**src/rtl/serial_word_aligner.sv**
```systemverilog
// serial_word_aligner
//   Hunts a serial bit stream for a WORD_W-bit sync pattern at every bit
//   offset, confirms it at the frame period, then locks and emits aligned
//   parallel words with a frame marker on the sync word. Lock is dropped
//   after UNLOCK_CNT consecutive bad sync words and the hunt restarts.
//
// Ports
//   clk            clock
//   rst_n          synchronous reset, active-low
//   data_i         serial data bit, MSB of each word first
//   data_val_i     qualifies data_i; nothing advances while low
//   err_clr_i      clears sync_err_cnt_o (wins over a same-cycle increment)
//   word_o         last aligned word, first-received bit at MSB
//   word_val_o     one-cycle strobe, word_o valid
//   frame_start_o  with word_val_o, marks the sync word (frame index 0)
//   locked_o       high while in LOCKED
//   state_o        0=SEARCH 1=VERIFY 2=LOCKED
//   sync_err_cnt_o saturating count of bad sync words seen while locked
//
// state  | meaning
// SEARCH | sliding compare at every valid bit, no word output
// VERIFY | pattern seen, checking it recurs at each frame start
// LOCKED | aligned words emitted, sync word monitored for loss
module serial_word_aligner #(
  parameter int unsigned       WORD_W      = 32,
  parameter logic [WORD_W-1:0] PATTERN     = 32'hA5C3_0FF1,
  parameter int unsigned       FRAME_WORDS = 4,
  parameter int unsigned       LOCK_CNT    = 3,
  parameter int unsigned       UNLOCK_CNT  = 2
) (
  input  logic              clk,
  input  logic              rst_n,
  input  logic              data_i,
  input  logic              data_val_i,
  input  logic              err_clr_i,
  output logic [WORD_W-1:0] word_o,
  output logic              word_val_o,
  output logic              frame_start_o,
  output logic              locked_o,
  output logic [1:0]        state_o,
  output logic [15:0]       sync_err_cnt_o
);

  localparam int BIT_W  = $clog2(WORD_W);
  localparam int FILL_W = $clog2(WORD_W + 1);
  localparam int WC_W   = (FRAME_WORDS > 1) ? $clog2(FRAME_WORDS) : 1;
  localparam int GOOD_W = $clog2(LOCK_CNT + 1);
  localparam int MISS_W = $clog2(UNLOCK_CNT + 1);

  localparam logic [BIT_W-1:0]  BIT_LAST  = BIT_W'(WORD_W - 1);
  localparam logic [FILL_W-1:0] FILL_MAX  = FILL_W'(WORD_W);
  localparam logic [FILL_W-1:0] FILL_THR  = FILL_W'(WORD_W - 1);
  localparam logic [WC_W-1:0]   WC_LAST   = WC_W'(FRAME_WORDS - 1);
  localparam logic [WC_W-1:0]   WC_START  = WC_W'((FRAME_WORDS > 1) ? 1 : 0);
  localparam logic [GOOD_W-1:0] GOOD_LAST = GOOD_W'(LOCK_CNT - 1);
  localparam logic [MISS_W-1:0] MISS_LAST = MISS_W'(UNLOCK_CNT - 1);

  typedef enum logic [1:0] {
    ST_SEARCH = 2'd0,
    ST_VERIFY = 2'd1,
    ST_LOCKED = 2'd2
  } state_t;

  state_t             state_q, state_d;
  // Only WORD_W-1 history bits are kept; the incoming bit completes the word.
  logic [WORD_W-2:0]  sr_q, sr_d;
  logic [WORD_W-1:0]  sr_next;
  logic [BIT_W-1:0]   bit_cnt_q, bit_cnt_d;
  logic [WC_W-1:0]    word_cnt_q, word_cnt_d;
  logic [GOOD_W-1:0]  good_cnt_q, good_cnt_d;
  logic [MISS_W-1:0]  miss_cnt_q, miss_cnt_d;
  logic [FILL_W-1:0]  fill_cnt_q, fill_cnt_d;
  logic [WORD_W-1:0]  word_q, word_d;
  logic               word_val_q, word_val_d;
  logic               fs_q, fs_d;
  logic [15:0]        err_q, err_d;
  logic               boundary;
  logic               sync_match;

  always_ff @(posedge clk) begin
    if (!rst_n) begin
      state_q    <= ST_SEARCH;
      sr_q       <= '0;
      bit_cnt_q  <= '0;
      word_cnt_q <= '0;
      good_cnt_q <= '0;
      miss_cnt_q <= '0;
      fill_cnt_q <= '0;
      word_q     <= '0;
      word_val_q <= 1'b0;
      fs_q       <= 1'b0;
      err_q      <= '0;
    end else begin
      state_q    <= state_d;
      sr_q       <= sr_d;
      bit_cnt_q  <= bit_cnt_d;
      word_cnt_q <= word_cnt_d;
      good_cnt_q <= good_cnt_d;
      miss_cnt_q <= miss_cnt_d;
      fill_cnt_q <= fill_cnt_d;
      word_q     <= word_d;
      word_val_q <= word_val_d;
      fs_q       <= fs_d;
      err_q      <= err_d;
    end
  end

  always_comb begin
    sr_next    = {sr_q, data_i};
    boundary   = data_val_i && (bit_cnt_q == BIT_LAST);
    sync_match = (sr_next == PATTERN);

    state_d    = state_q;
    sr_d       = sr_q;
    bit_cnt_d  = bit_cnt_q;
    word_cnt_d = word_cnt_q;
    good_cnt_d = good_cnt_q;
    miss_cnt_d = miss_cnt_q;
    fill_cnt_d = fill_cnt_q;
    word_d     = word_q;
    word_val_d = 1'b0;
    fs_d       = 1'b0;
    err_d      = err_q;

    if (data_val_i) begin
      sr_d = sr_next[WORD_W-2:0];
      if (fill_cnt_q != FILL_MAX) begin
        fill_cnt_d = fill_cnt_q + 1'b1;
      end
      if (boundary) begin
        bit_cnt_d  = '0;
        word_cnt_d = (word_cnt_q == WC_LAST) ? '0 : word_cnt_q + 1'b1;
      end else begin
        bit_cnt_d = bit_cnt_q + 1'b1;
      end
    end

    unique case (state_q)
      ST_SEARCH: begin
        // The fill guard keeps the zero-initialised history from aliasing
        // a pattern whose leading bits are zero.
        if (data_val_i && (fill_cnt_q >= FILL_THR) && sync_match) begin
          bit_cnt_d  = '0;
          word_cnt_d = WC_START;
          good_cnt_d = GOOD_W'(1);
          miss_cnt_d = '0;
          state_d    = (LOCK_CNT == 1) ? ST_LOCKED : ST_VERIFY;
        end
      end

      ST_VERIFY: begin
        if (boundary && (word_cnt_q == '0)) begin
          if (sync_match) begin
            if (good_cnt_q == GOOD_LAST) begin
              state_d    = ST_LOCKED;
              miss_cnt_d = '0;
            end else begin
              good_cnt_d = good_cnt_q + 1'b1;
            end
          end else begin
            state_d    = ST_SEARCH;
            good_cnt_d = '0;
          end
        end
      end

      ST_LOCKED: begin
        if (boundary) begin
          word_d     = sr_next;
          word_val_d = 1'b1;
          fs_d       = (word_cnt_q == '0);
          if (word_cnt_q == '0) begin
            if (sync_match) begin
              miss_cnt_d = '0;
            end else begin
              if (err_q != 16'hFFFF) begin
                err_d = err_q + 16'd1;
              end
              if (miss_cnt_q == MISS_LAST) begin
                state_d    = ST_SEARCH;
                miss_cnt_d = '0;
                good_cnt_d = '0;
              end else begin
                miss_cnt_d = miss_cnt_q + 1'b1;
              end
            end
          end
        end
      end

      default: begin
        state_d = ST_SEARCH;
      end
    endcase

    if (err_clr_i) begin
      err_d = '0;
    end
  end

  assign word_o         = word_q;
  assign word_val_o     = word_val_q;
  assign frame_start_o  = fs_q;
  assign locked_o       = (state_q == ST_LOCKED);
  assign state_o        = state_q;
  assign sync_err_cnt_o = err_q;

endmodule

```
**config.mk**
```make
export PLATFORM = sky130hd
export DESIGN_NAME = serial_word_aligner
export DESIGN_NICKNAME = d
export VERILOG_FILES = /design/src/rtl/serial_word_aligner.sv
export SDC_FILE = /design/constraint.sdc
export NUM_CORES = 1
export LEC_CHECK = 0
export BUFFER_PORTS_ARGS = -buffer_cell sky130_fd_sc_hd__buf_2
export CORE_ASPECT_RATIO = 0.5
export CORE_MARGIN = 3
export CORE_UTILIZATION = 57
export DETAILED_ROUTE_END_ITERATION = 6
export GPL_ROUTABILITY_DRIVEN = 0
export GPL_TIMING_DRIVEN = 0
export PLACE_DENSITY_LB_ADDON = 0.1
export SYNTH_ARGS = -nofsm -noshare
export SYNTH_HDL_FRONTEND = slang
export SYNTH_SLANG_ARGS = --single-unit
```
**constraint.sdc**
```tcl
create_clock -name clk -period 3.2 [get_ports clk]
set_clock_uncertainty 0.2 [all_clocks]
set_input_delay 0.16 -clock clk [delete_from_list [all_inputs] [get_ports clk]]
set_output_delay 0.16 -clock clk [all_outputs]
set_load 0.02 [all_outputs]
```
## Word level (Yosys, flattened, before mapping)

Index checks and enable logic that the tools add are counted.

- Bits in registers: 100
- Output and inout bits: 53

- Add/subtract/negate cells: 6
- Order comparisons: 1
- Eq/ne operators: 19
- Muxes and demuxes: 32
- Bitwise operators: 2
- Reductions and logical operators: 16

Operators by type and width:

| operator | count |
|---|---|
| $mux 2 | 24 |
| $eq 32x32->1 const B | 1 |
| $mux 5 | 4 |
| $pmux 2 s3 | 3 |
| $add 16x1->16 const B | 1 |
| $ne 16x16->1 const B | 1 |
| $reduce_and 7->1 | 2 |
| $ne 2x2->1 const B | 5 |
| $reduce_and 8->1 | 1 |
| $add 2x1->2 const B | 3 |
| $add 6x1->6 const B | 1 |
| $eq 2x2->1 const B | 3 |
| $ge 6x5->1 const B | 1 |
| $ne 2x1->1 const B | 3 |
| $ne 3x3->1 const B | 2 |
| $ne 6x6->1 const B | 1 |
| $reduce_and 2->1 | 3 |
| $add 5x1->5 const B | 1 |
| $eq 5x5->1 const B | 1 |
| $reduce_and 5->1 | 1 |
| $eq 2x1->1 const B | 2 |
| $logic_and 1x1->1 | 4 |
| $logic_not 2->1 | 2 |
| $reduce_and 3->1 | 1 |
| other kinds (4) | 5 |

## Logic depth before layout (Yosys ltp)

Gate-level depths: netlist (run 1).

- Depth in word-level cells: 6
- Mapped depth: 11

## Worst setup path after synthesis (run 1)

Ideal clock, no wire load.

- Kind: reg-to-reg
- From: reg bit_cnt_q[0]
- To: reg err_q[10], in the netlist sync_err_cnt_o[10]
- Library setup time: 0.070 ns
- Data arrival time: 2.213 ns
- Data required time: 2.930 ns
- Slack: 0.717 ns
- Cell stages (with the launch flop): 12
- Buffers on the path: 3
- Clock period less this slack: 2.483 ns
- Cell sequence: dfxtp_1 > ha_1 > and3_1 > ha_1 > buf_2 > and3_1 > clkbuf_1 > and3_1 > o21ai_2 > buf_6 > or4_1 > a21oi_1

- Cells in the longest elaborated chain, start to end: 3

Ends and longest elaborated chain:

| element | RTL line | text |
|---|---|---|
| from (decl) | 68 | `logic [BIT_W-1:0] bit_cnt_q, bit_cnt_d;` |
| from (signal assigned) | 96 | `bit_cnt_q <= bit_cnt_d;` |
| $eq 5x5->1 | 110 | `boundary = data_val_i && (bit_cnt_q == BIT_LAST);` |
| $logic_and 1x1->1 | 110 |  |
| $reduce_and 5->1 (no line) | n/a |  |
| to (signal assigned) | 104 | `err_q <= err_d;` |
| to (decl) | 76 | `logic [15:0] err_q, err_d;` |

No other way between the ends.
A chain may end at the register's enable or synchronous reset.

## Worst setup path in the final report (run 1)

- From: reg bit_cnt_q[0]
- To: reg err_q[11], in the netlist sync_err_cnt_o[11]

Same word-level chain as after synthesis.

==> results of run 1 <==
-- worst max-delay path, cell delays in order (launching register included) --
cell and delay (ns):
sky130_fd_sc_hd__dfxtp_1 0.37, sky130_fd_sc_hd__ha_1 0.19, sky130_fd_sc_hd__and3_1 0.16, sky130_fd_sc_hd__ha_1 0.13
sky130_fd_sc_hd__buf_2 0.19, sky130_fd_sc_hd__and3_1 0.17, sky130_fd_sc_hd__clkbuf_1 0.20, sky130_fd_sc_hd__nand2_1 0.12
sky130_fd_sc_hd__a21o_1 0.24, sky130_fd_sc_hd__buf_2 0.21, sky130_fd_sc_hd__nor3_1 0.28, sky130_fd_sc_hd__mux2i_1 0.24
-- placed cells by master (no fill, tap or decap), drive strengths merged, types with 10 or more instances in the layout --
cell type,n
nand2,84
dfxtp,100
buf,62
a21oi,55
nor2,55
inv,12
nand3,11
o21ai,10
or4,10
nor3,11
o31ai,11
mux2i,34
clkbuf,30
-- report_power, final --
group / switching (uW) / leakage, uW / internal, uW
combinational: 47.9 / 0.00101 / 26.9
sequential: 5.59 / 0.000806 / 1250
clock: 480 / 0.000157 / 659
total: 534 / 0.00197 / 1940
-- registers in the layout, indices dropped and copies added, names as in the netlist --
register / cells
bit_cnt_q: 5
fill_cnt_q: 6
frame_start_o: 1
good_cnt_q: 2
miss_cnt_q: 2
sr_q: 31
state_o: 2
sync_err_cnt_o: 16
word_cnt_q: 2
word_o: 32
word_val_o: 1
-- worst max path at each step --
stage                       startpoint            endpoint  cells after the start
after floorplan           bit_cnt_q[0]  sync_err_cnt_o[10]                     11
after global placement    bit_cnt_q[0]  sync_err_cnt_o[11]                     11
after detailed placement  bit_cnt_q[0]  sync_err_cnt_o[11]                     11
after CTS                 bit_cnt_q[0]  sync_err_cnt_o[11]                     11
after global routing      bit_cnt_q[0]  sync_err_cnt_o[11]                     11
final                     bit_cnt_q[0]  sync_err_cnt_o[11]                     11
-- through the flow --
step	std cells	area [sq um]	setup slack (ns)	hold WS, ns	utilization (%)
floorplan	492	4270	0.717	0.0931	-
global placement	639	4660	0.500	0.225	66.9
detailed placement	639	4660	0.421	0.243	66.9
CTS	657	4990	0.409	0.00443	71.7
global route	657	4990	0.211	0.0614	71.7
finish	657	4990	0.434	0.0109	71.7
-- cells by family (layout without fill, tap and decap cells) --
group | count (synthesis) | after routing | share of synthesized area [%]
fa+ha+maj | 8 | 8 | 2.35
buf+inv | 36 | 109 | 3.61
simple gates | 217 | 217 | 25.4
flops | 100 | 100 | 46.9
compound gates | 92 | 92 | 12.7
mux | 34 | 34 | 7.98
xor+xnor | 5 | 5 | 1.03
-- routing by layer --
layer	vias up	part of all wire, %	global-route usage (%)
met1	1730	46	29.3
met2	98	46	37.2
li1	1853	-	-
met5	-	0	0
met4	0	1.2	7.41
met3	12	6.4	6.24
-- layout make-up --
class                      instances  area [sq um]  area share [%]
buffer                            26           116            2.33
clock buffer                      11           253            5.06
clock inverter                     5          65.1            1.30
inverter                          10          37.5           0.752
multi-input combinational        356          2110            42.2
sequential                       100          2000            40.1
tap                               92           115            2.31
timing repair buffer              57           295            5.91
==> flow_metrics.tcl, run 1 <==
set metrics [dict create \
    outcome "complete, no violations" \
    post-synth-top-area-fraction_pct 46.9 \
    cap_violations 0 \
    synthesis.nets 505 \
    floorplan.rows 21 \
    cts_tree "done" \
    cts.repair_timing.setup_buffer_count 0 \
    max_clock_freq_mhz 361 \
    pwr_density_cell_mw_per_mm2 495 \
    cp.required_ns 3.27 \
    finalCritPeriodShare_pct 86.4 \
    grt_start_max_net_pins 18 \
    synth-async-reset-ratio_pct 0 \
    synth_largest_area_cell "sky130_fd_sc_hd__dfxtp_1" \
    insertion_delay_ns 0.35 \
    max_slew_margin_pct 50.0 \
    worst_pin_slew_ns 0.751 \
    rr_endpoint "sync_err_cnt_o[11]" \
    grt_util_all_layers_pct 22.6 \
    detailedRoute.firstPassIterationCount 4 \
    synth_top_flop_cell "sky130_fd_sc_hd__dfxtp_1" \
    yosys.cell_count.top_type "sky130_fd_sc_hd__dfxtp_1" \
    tns_ns 0 \
    finalMaxSlewViolations 0 \
    timing_hold_violations_final 0 \
    placement.io_buffers 55 \
    n_fill_cell 562 \
    globalRoute.totalOverflow 0 \
    clock_buffer_depth 2 \
    yosysSeqAreaShare_pct 46.9 \
    static-leakage-power_uw 0.00197 \
    die-width_microns 128 \
    post_cts.resized_instances 0 \
    worstReg2RegStart "bit_cnt_q[0]" \
    vias 3693 \
    post_cts_hold_buffers 2 \
    max-vdd-ir-drop_uv 323 \
    hold_path_depth 3 \
    cts_max_level 3 \
    synthesis.area_sq_mm 0.00427 \
    start_util_pct 61.3 \
    drive_above_1_share_pct 16.1 \
    die_y_microns 67.2 \
    area.growth.synth_to_final_pct 17.1 \
    critPathKind "reg -> reg" \
    cp_data_arrival_time_ns 2.84 \
    antenna_left 0 \
    worst-r2r-cell-count 11 \
    synth_edf_count 0 \
    synthDistinctLibCells 57 \
    critical_path_peak_fanout 10 \
    grt_pass1_wl_microns 15500 \
    antennaDiodeCount 0 \
    holdCritPathClass "in -> reg" \
    synth_commonest_cells "sky130_fd_sc_hd__dfxtp_1 (100), sky130_fd_sc_hd__nand2_1 (84), sky130_fd_sc_hd__a21oi_1 (55), sky130_fd_sc_hd__nor2_1 (55), sky130_fd_sc_hd__mux2i_1 (34)" \
    clkTransAtPathRegs_ns 0.07 \
    hold_end "miss_cnt_q[1]" \
    critical_path.startpoint_type "flop" \
    rsz_0062_raised_after_global_routing "false" \
    numCtsBuffers 9 \
    via_per_inst 5.62 \
    drc_violations_left 0 \
    core_area_sq_mm 0.00696 \
    r2r_setup_slack_ns 0.43 \
    route.detailed.wl_per_inst_microns 14.3 \
    synth-seq-cells 100 \
    design_power_total_uw 2470 \
    cts.sink_count 100 \
    avgSynthCellArea_sq_um 8.67 \
    synth.area.top_cells "sky130_fd_sc_hd__dfxtp_1 (47%), sky130_fd_sc_hd__mux2i_1 (8.0%), sky130_fd_sc_hd__nand2_1 (7.4%)" \
    antenna_found_initial 0 \
    cp-end-kind "flop" \
    num_io_pins 58 \
    postSynthCellCount 492 \
    drt_iter0_drc 164 \
    final_nets 573 \
    detail_route.wirelength_microns 9380 \
    cts.root.buffer_cell "sky130_fd_sc_hd__clkbuf_16" \
    floorplan.die_area_sq_mm 0.00862 \
    final-setup-viol-count 0 \
    min_period_ns 2.77 \
    detailedPlacementHpwl_microns 6620 \
    synth-warning-count 0 \
    grt_pass1_vias 3277 \
    timing.hold.worst.start "rst_n" \
]
(Power assumes the default switching activity.)
==> run 2, diff against run 1 <==
Settings changed: CORE_ASPECT_RATIO 0.5 to default.
==> flow_metrics.tcl, run 2 (synthesis results as in run 1) <==
set metrics [dict create \
    r2r_setup_slack_ns 0.40 \
    share_seq_of_total_power_pct 60.2 \
    grt_start_max_net_pins 19 \
    hold_end "word_cnt_q[0]" \
    via_per_inst 5.50 \
    die_y_microns 92.5 \
    hold_path_depth 4 \
    drt_iter0_drc 142 \
    max-vdd-ir-drop_uv 374 \
    largest_reg_flops 32 \
    holdCritPathClass "in -> reg" \
    outcome "complete, no violations" \
    timing.hold.worst.start "data_val_i" \
    cts.repair_timing.setup_buffer_count 0 \
    antenna_found_initial 0 \
    power.combinational.fraction_pct 3.6 \
    die-width_microns 92.5 \
    clock_buffer_depth 2 \
    timing_hold_violations_final 0 \
    cp-end-kind "flop" \
    area.growth.synth_to_final_pct 14.2 \
    worst-r2r-cell-count 11 \
    clkTransAtPathRegs_ns 0.10 \
    cts.root.buffer_cell "sky130_fd_sc_hd__clkbuf_8" \
    finalCritPeriodShare_pct 87.5 \
    num_io_pins 58 \
    grt_pass1_wl_microns 15700 \
    n_fill_cell 598 \
    timing.critical_path.slowest_stage_cell "sky130_fd_sc_hd__dfxtp_1" \
    route.detailed.wl_per_inst_microns 13.9 \
    cts_tree "done" \
    worstReg2RegStart "bit_cnt_q[0]" \
    critical_path.startpoint_type "flop" \
    numCtsBuffers 9 \
    timing.hold.ws_ns 0.0983 \
    finalMaxSlewViolations 0 \
    startpoint "bit_cnt_q[0]" \
    min_period_ns 2.80 \
    rsz_0062_raised_after_global_routing "false" \
    critical_path_peak_fanout 10 \
    drc_violations_left 0 \
    power.switching_uw 509 \
    cp_data_arrival_time_ns 2.91 \
    static-leakage-power_uw 0.00191 \
    cts_max_level 3 \
    max_slew_margin_pct 50.6 \
    detailedPlacementHpwl_microns 6640 \
    grt_util_all_layers_pct 22.3 \
    insertion_delay_ns 0.37 \
    rr_endpoint "sync_err_cnt_o[9]" \
    power.share.switching_pct 24.4 \
    floorplan.die_area_sq_mm 0.00856 \
    detailedRoute.firstPassIterationCount 5 \
    final-setup-viol-count 0 \
    cp.required_ns 3.31 \
    slowest_delay_ns 0.39 \
    internal_power_uw 1580 \
    start_util_pct 60.8 \
    globalRoute.totalOverflow 0 \
    cap_violations 0 \
    final_nets 574 \
    worst_pin_slew_ns 0.741 \
    placement.io_buffers 55 \
    antenna_left 0 \
    clock_power_share_pct 36.2 \
    antennaDiodeCount 0 \
    finish.utilization_pct 69.4 \
    tns_ns 0 \
    grt_pass1_vias 3411 \
    cts.sink_count 100 \
    timing.critical_path.cells "ha_1 > and3_1 > ha_1 > buf_2 > and3_1 > clkbuf_1 > nand2_1 > a21o_1 > buf_2 > nor3_1 > mux2i_1" \
    vias 3639 \
    most_common_library_cell_in_the_layout_ignoring_fill_and_taps "sky130_fd_sc_hd__dfxtp_1" \
    detail_route.wirelength_microns 9210 \
    drive_above_1_share_pct 15.9 \
    floorplan.rows 30 \
    pwr_density_cell_mw_per_mm2 428 \
    critPathKind "reg -> reg" \
    max_clock_freq_mhz 357 \
    final_cell_mix "sky130_fd_sc_hd__dfxtp_1 (100), sky130_fd_sc_hd__nand2_1 (84), sky130_fd_sc_hd__buf_2 (58), sky130_fd_sc_hd__nor2_1 (55), sky130_fd_sc_hd__a21oi_1 (55)" \
    core_area_sq_mm 0.00702 \
]
## run 2: cell types whose count changed in the layout (fill, tap and decap cells not counted)
cell,change
sky130_fd_sc_hd__clkbuf_16,-9
sky130_fd_sc_hd__clkbuf_8,+7
sky130_fd_sc_hd__bufinv_16,-1
sky130_fd_sc_hd__clkbuf_1,+1
sky130_fd_sc_hd__clkinvlp_4,+1
sky130_fd_sc_hd__dlygate4sd3_1,+1
sky130_fd_sc_hd__inv_8,+1
## run 2: worst max-delay path by stage
stage | end | slack (ns) | cells past startpoint
after floorplan | sync_err_cnt_o[10] | 0.72 | 11
after global placement | sync_err_cnt_o[11] | 0.49 | 11
after detailed placement | sync_err_cnt_o[9] | 0.43 | 11
after CTS | sync_err_cnt_o[9] | 0.40 | 11
after global routing | sync_err_cnt_o[11] | 0.19 | 11
final | sync_err_cnt_o[9] | 0.40 | 11
## run 2: what timing repair did
| item | in CTS | in global routing |
|---|---|---|
| resized for setup | 0 | 0 |
| endpoints found under the hold margin | 7 | 0 |
| hold buffers | 3 | 0 |
## run 2: stage by stage
step           total power [uW]  setup slack (ns)  instances  area, sq um
3_5_place_dp               1360             0.431        643         4660
6_report                   2090             0.401        662         4870
5_1_grt                    2160             0.190        662         4870
4_1_cts                    2100             0.403        662         4870
2_1_floorplan              1340             0.717        492         4270
3_3_place_gp               1350             0.489        643         4660
## run 2: final cells by class
cell class	instances	area, sq um	area share [%]
multi-input combinational	356	2110	43.3
timing repair buffer	58	305	6.27
inverter	10	37.5	0.770
buffer	26	116	2.39
clock buffer	10	128	2.62
sequential	100	2000	41.1
tap	96	120	2.47
clock inverter	6	53.8	1.10
## run 2: critical path: cells and delay by family (launching register included)
family          cells  cell delay (ns)
simple gates        4             0.74
buf+inv             3             0.62
flops               1             0.39
fa+ha+maj           2             0.34
compound gates      1             0.26
mux                 1             0.20
## run 2: per-layer routing
layer	GRT usage [%]	routed length [microns]	up-vias
met1	29.0	4290	1700
met3	5.52	460	8
met4	6.56	86	0
met5	0	0	-
met2	36.9	4370	81
li1	-	-	1850
## run 2: power groups by stage
stage / Clock (uW) / Sequential, uW / Combinational, uW
floorplan: 0 / 1280 / 55.3
global placement: 0 / 1280 / 70.3
detailed placement: 0 / 1280 / 71.6
CTS: 772 / 1260 / 74.6
global route: 825 / 1260 / 82.3
finish: 755 / 1260 / 74.2
==> run 3, diff against run 2 <==
Settings changed: ABC_AREA from default to 1.
==> flow_metrics.tcl, run 3 <==
set metrics [dict create \
    post_cts.resized_instances 0 \
    grt_pass1_vias 3606 \
    final_nets 650 \
    critPathKind "reg -> reg" \
    synth-async-reset-ratio_pct 0 \
    dr_wl_met2_microns 4680 \
    cp_data_arrival_time_ns 2.38 \
    synth_top_flop_cell "sky130_fd_sc_hd__dfxtp_1" \
    synth_largest_area_cell "sky130_fd_sc_hd__dfxtp_1" \
    cts.sink_count 100 \
    post-synth-top-area-fraction_pct 46.9 \
    start_util_pct 60.8 \
    max_clock_freq_mhz 438 \
    outcome "complete, no violations" \
    highest-signal-layer "met4" \
    antenna_left 0 \
    max-vdd-ir-drop_uv 294 \
    grt_util_all_layers_pct 23.7 \
    cap_violations 0 \
    synthesis.area_sq_mm 0.00427 \
    finish.utilization_pct 70.5 \
    timing_hold_violations_final 0 \
    post_cts_hold_buffers 4 \
    cts_max_level 3 \
    postSynthCellCount 565 \
    globalRoute.totalOverflow 0 \
    die-width_microns 92.5 \
    worst_pin_slew_ns 0.545 \
    static-leakage-power_uw 0.00216 \
    critical_path.startpoint_type "flop" \
    detail_route.wirelength_microns 9750 \
    yosys.cell_count.top_type "sky130_fd_sc_hd__nor2_1" \
    vias 3908 \
    die_y_microns 92.5 \
    most_common_library_cell_in_the_layout_ignoring_fill_and_taps "sky130_fd_sc_hd__nor2_1" \
    clock_buffer_depth 2 \
    routed-wl-met3_microns 557 \
    synth_commonest_cells "sky130_fd_sc_hd__nor2_1 (109), sky130_fd_sc_hd__dfxtp_1 (100), sky130_fd_sc_hd__nand2_1 (78)" \
    holdCritPathClass "reg -> reg" \
    via_per_inst 5.30 \
    numCtsBuffers 9 \
    drt_iter0_drc 269 \
    synth_edf_count 0 \
    cts_tree "done" \
    finalMaxSlewViolations 0 \
    detailedPlacementHpwl_microns 7040 \
    placement.io_buffers 57 \
    antennaDiodeCount 0 \
    detailedRoute.firstPassIterationCount 5 \
    area.growth.synth_to_final_pct 16.0 \
    drc_violations_left 0 \
    synth-seq-cells 100 \
    max_slew_margin_pct 63.5 \
    synthesis.nets 578 \
    cts.root.buffer_cell "sky130_fd_sc_hd__clkbuf_8" \
    route.layer.met1.wl_microns 4360 \
    num_io_pins 58 \
    tns_ns 0 \
    grt_pass1_wl_microns 16500 \
    pwr_density_cell_mw_per_mm2 478 \
    synthDistinctLibCells 35 \
    floorplan.rows 30 \
    route.detailed.wl_per_inst_microns 13.2 \
    core_area_sq_mm 0.00702 \
    synth-warning-count 0 \
    final-setup-viol-count 0 \
    drive_above_1_share_pct 15.3 \
    antenna_found_initial 0 \
    finalCritPeriodShare_pct 71.4 \
    clkTransAtPathRegs_ns 0.10 \
    grt_start_max_net_pins 17 \
    cp-end-kind "flop" \
    rsz_0062_raised_after_global_routing "false" \
    final_cell_mix "sky130_fd_sc_hd__nor2_1 (109), sky130_fd_sc_hd__dfxtp_1 (100), sky130_fd_sc_hd__nand2_1 (78), sky130_fd_sc_hd__o21ai_0 (71), sky130_fd_sc_hd__buf_2 (60)" \
    min_period_ns 2.28 \
    yosysSeqAreaShare_pct 46.9 \
    cp.required_ns 3.29 \
    insertion_delay_ns 0.36 \
    cts.repair_timing.setup_buffer_count 0 \
    floorplan.die_area_sq_mm 0.00856 \
    largest_reg_flops 32 \
    critical_path_peak_fanout 10 \
    avgSynthCellArea_sq_um 7.55 \
    synth.area.top_cells "sky130_fd_sc_hd__dfxtp_1 (47%), sky130_fd_sc_hd__nor2_1 (9.6%), sky130_fd_sc_hd__o21ai_0 (8.3%)" \
]
-- run 3: through the flow --
stage,instances,power (uW),worst slack (ns),hold WS [ns],area (sq um)
final,738,2370,0.917,0.249,4950
after floorplan,565,1400,1.15,0.0949,4270
after global placement,718,1430,0.976,0.229,4670
after global routing,738,2450,0.715,0.289,4950
after CTS,738,2380,0.905,0.249,4950
after detailed placement,718,1430,0.934,0.235,4670
-- run 3: worst max-delay path, cell delays in order, from the launching register on --
cell and delay [ns]:
sky130_fd_sc_hd__dfxtp_1 0.39, sky130_fd_sc_hd__ha_1 0.18, sky130_fd_sc_hd__and3_1 0.16, sky130_fd_sc_hd__ha_1 0.22, sky130_fd_sc_hd__nand2_4 0.11, sky130_fd_sc_hd__nor2_4 0.13
sky130_fd_sc_hd__nand2_1 0.10, sky130_fd_sc_hd__nor2_4 0.21, sky130_fd_sc_hd__buf_2 0.26, sky130_fd_sc_hd__nand3_1 0.11, sky130_fd_sc_hd__a21oi_1 0.15
-- run 3: metal layers --
layer  up-vias  track usage, %
met5         -               0
met4         0            9.16
met3        13            3.82
met2       107            39.3
met1      1800            30.9
li1       1988               -
-- run 3: power breakdown --
group | switching, uW | total, uW | internal, uW
registers | 20.6 | 1290 | 1270
clock network | 433 | 959 | 526
logic | 77.4 | 114 | 36.5
-- run 3: cell type report --
cell class / instances / area, sq um
buffer: 24 / 125
multi-input combinational: 398 / 1980
clock buffer: 11 / 131
sequential: 100 / 2000
timing repair buffer: 61 / 325
tap: 96 / 120
inverter: 43 / 161
clock inverter: 5 / 108
fill: 589 / 2070
-- run 3: logic make-up (layout without fill, tap and decap cells) --
family | Yosys count | after routing | synth area share, %
flip-flops | 100 | 100 | 46.9
buffers and inverters | 67 | 144 | 6.72
XOR/XNOR | 11 | 11 | 2.43
adder cells (fa/ha/maj) | 8 | 8 | 2.35
AO/OA/AOI/OAI | 131 | 131 | 15.8
AND/OR/NAND/NOR | 248 | 248 | 25.8
-- run 3: path summary, 6_finish.rpt --
check | start | to | depth (start not counted) | slack (ns)
worst min register to register | miss_cnt_q[1] | miss_cnt_q[1] | 2 | 0.25
worst max register to register | bit_cnt_q[0] | sync_err_cnt_o[11] | 10 | 0.92
worst max-delay path | bit_cnt_q[0] | sync_err_cnt_o[11] | 10 | 0.92
worst min-delay path | miss_cnt_q[1] | miss_cnt_q[1] | 2 | 0.25
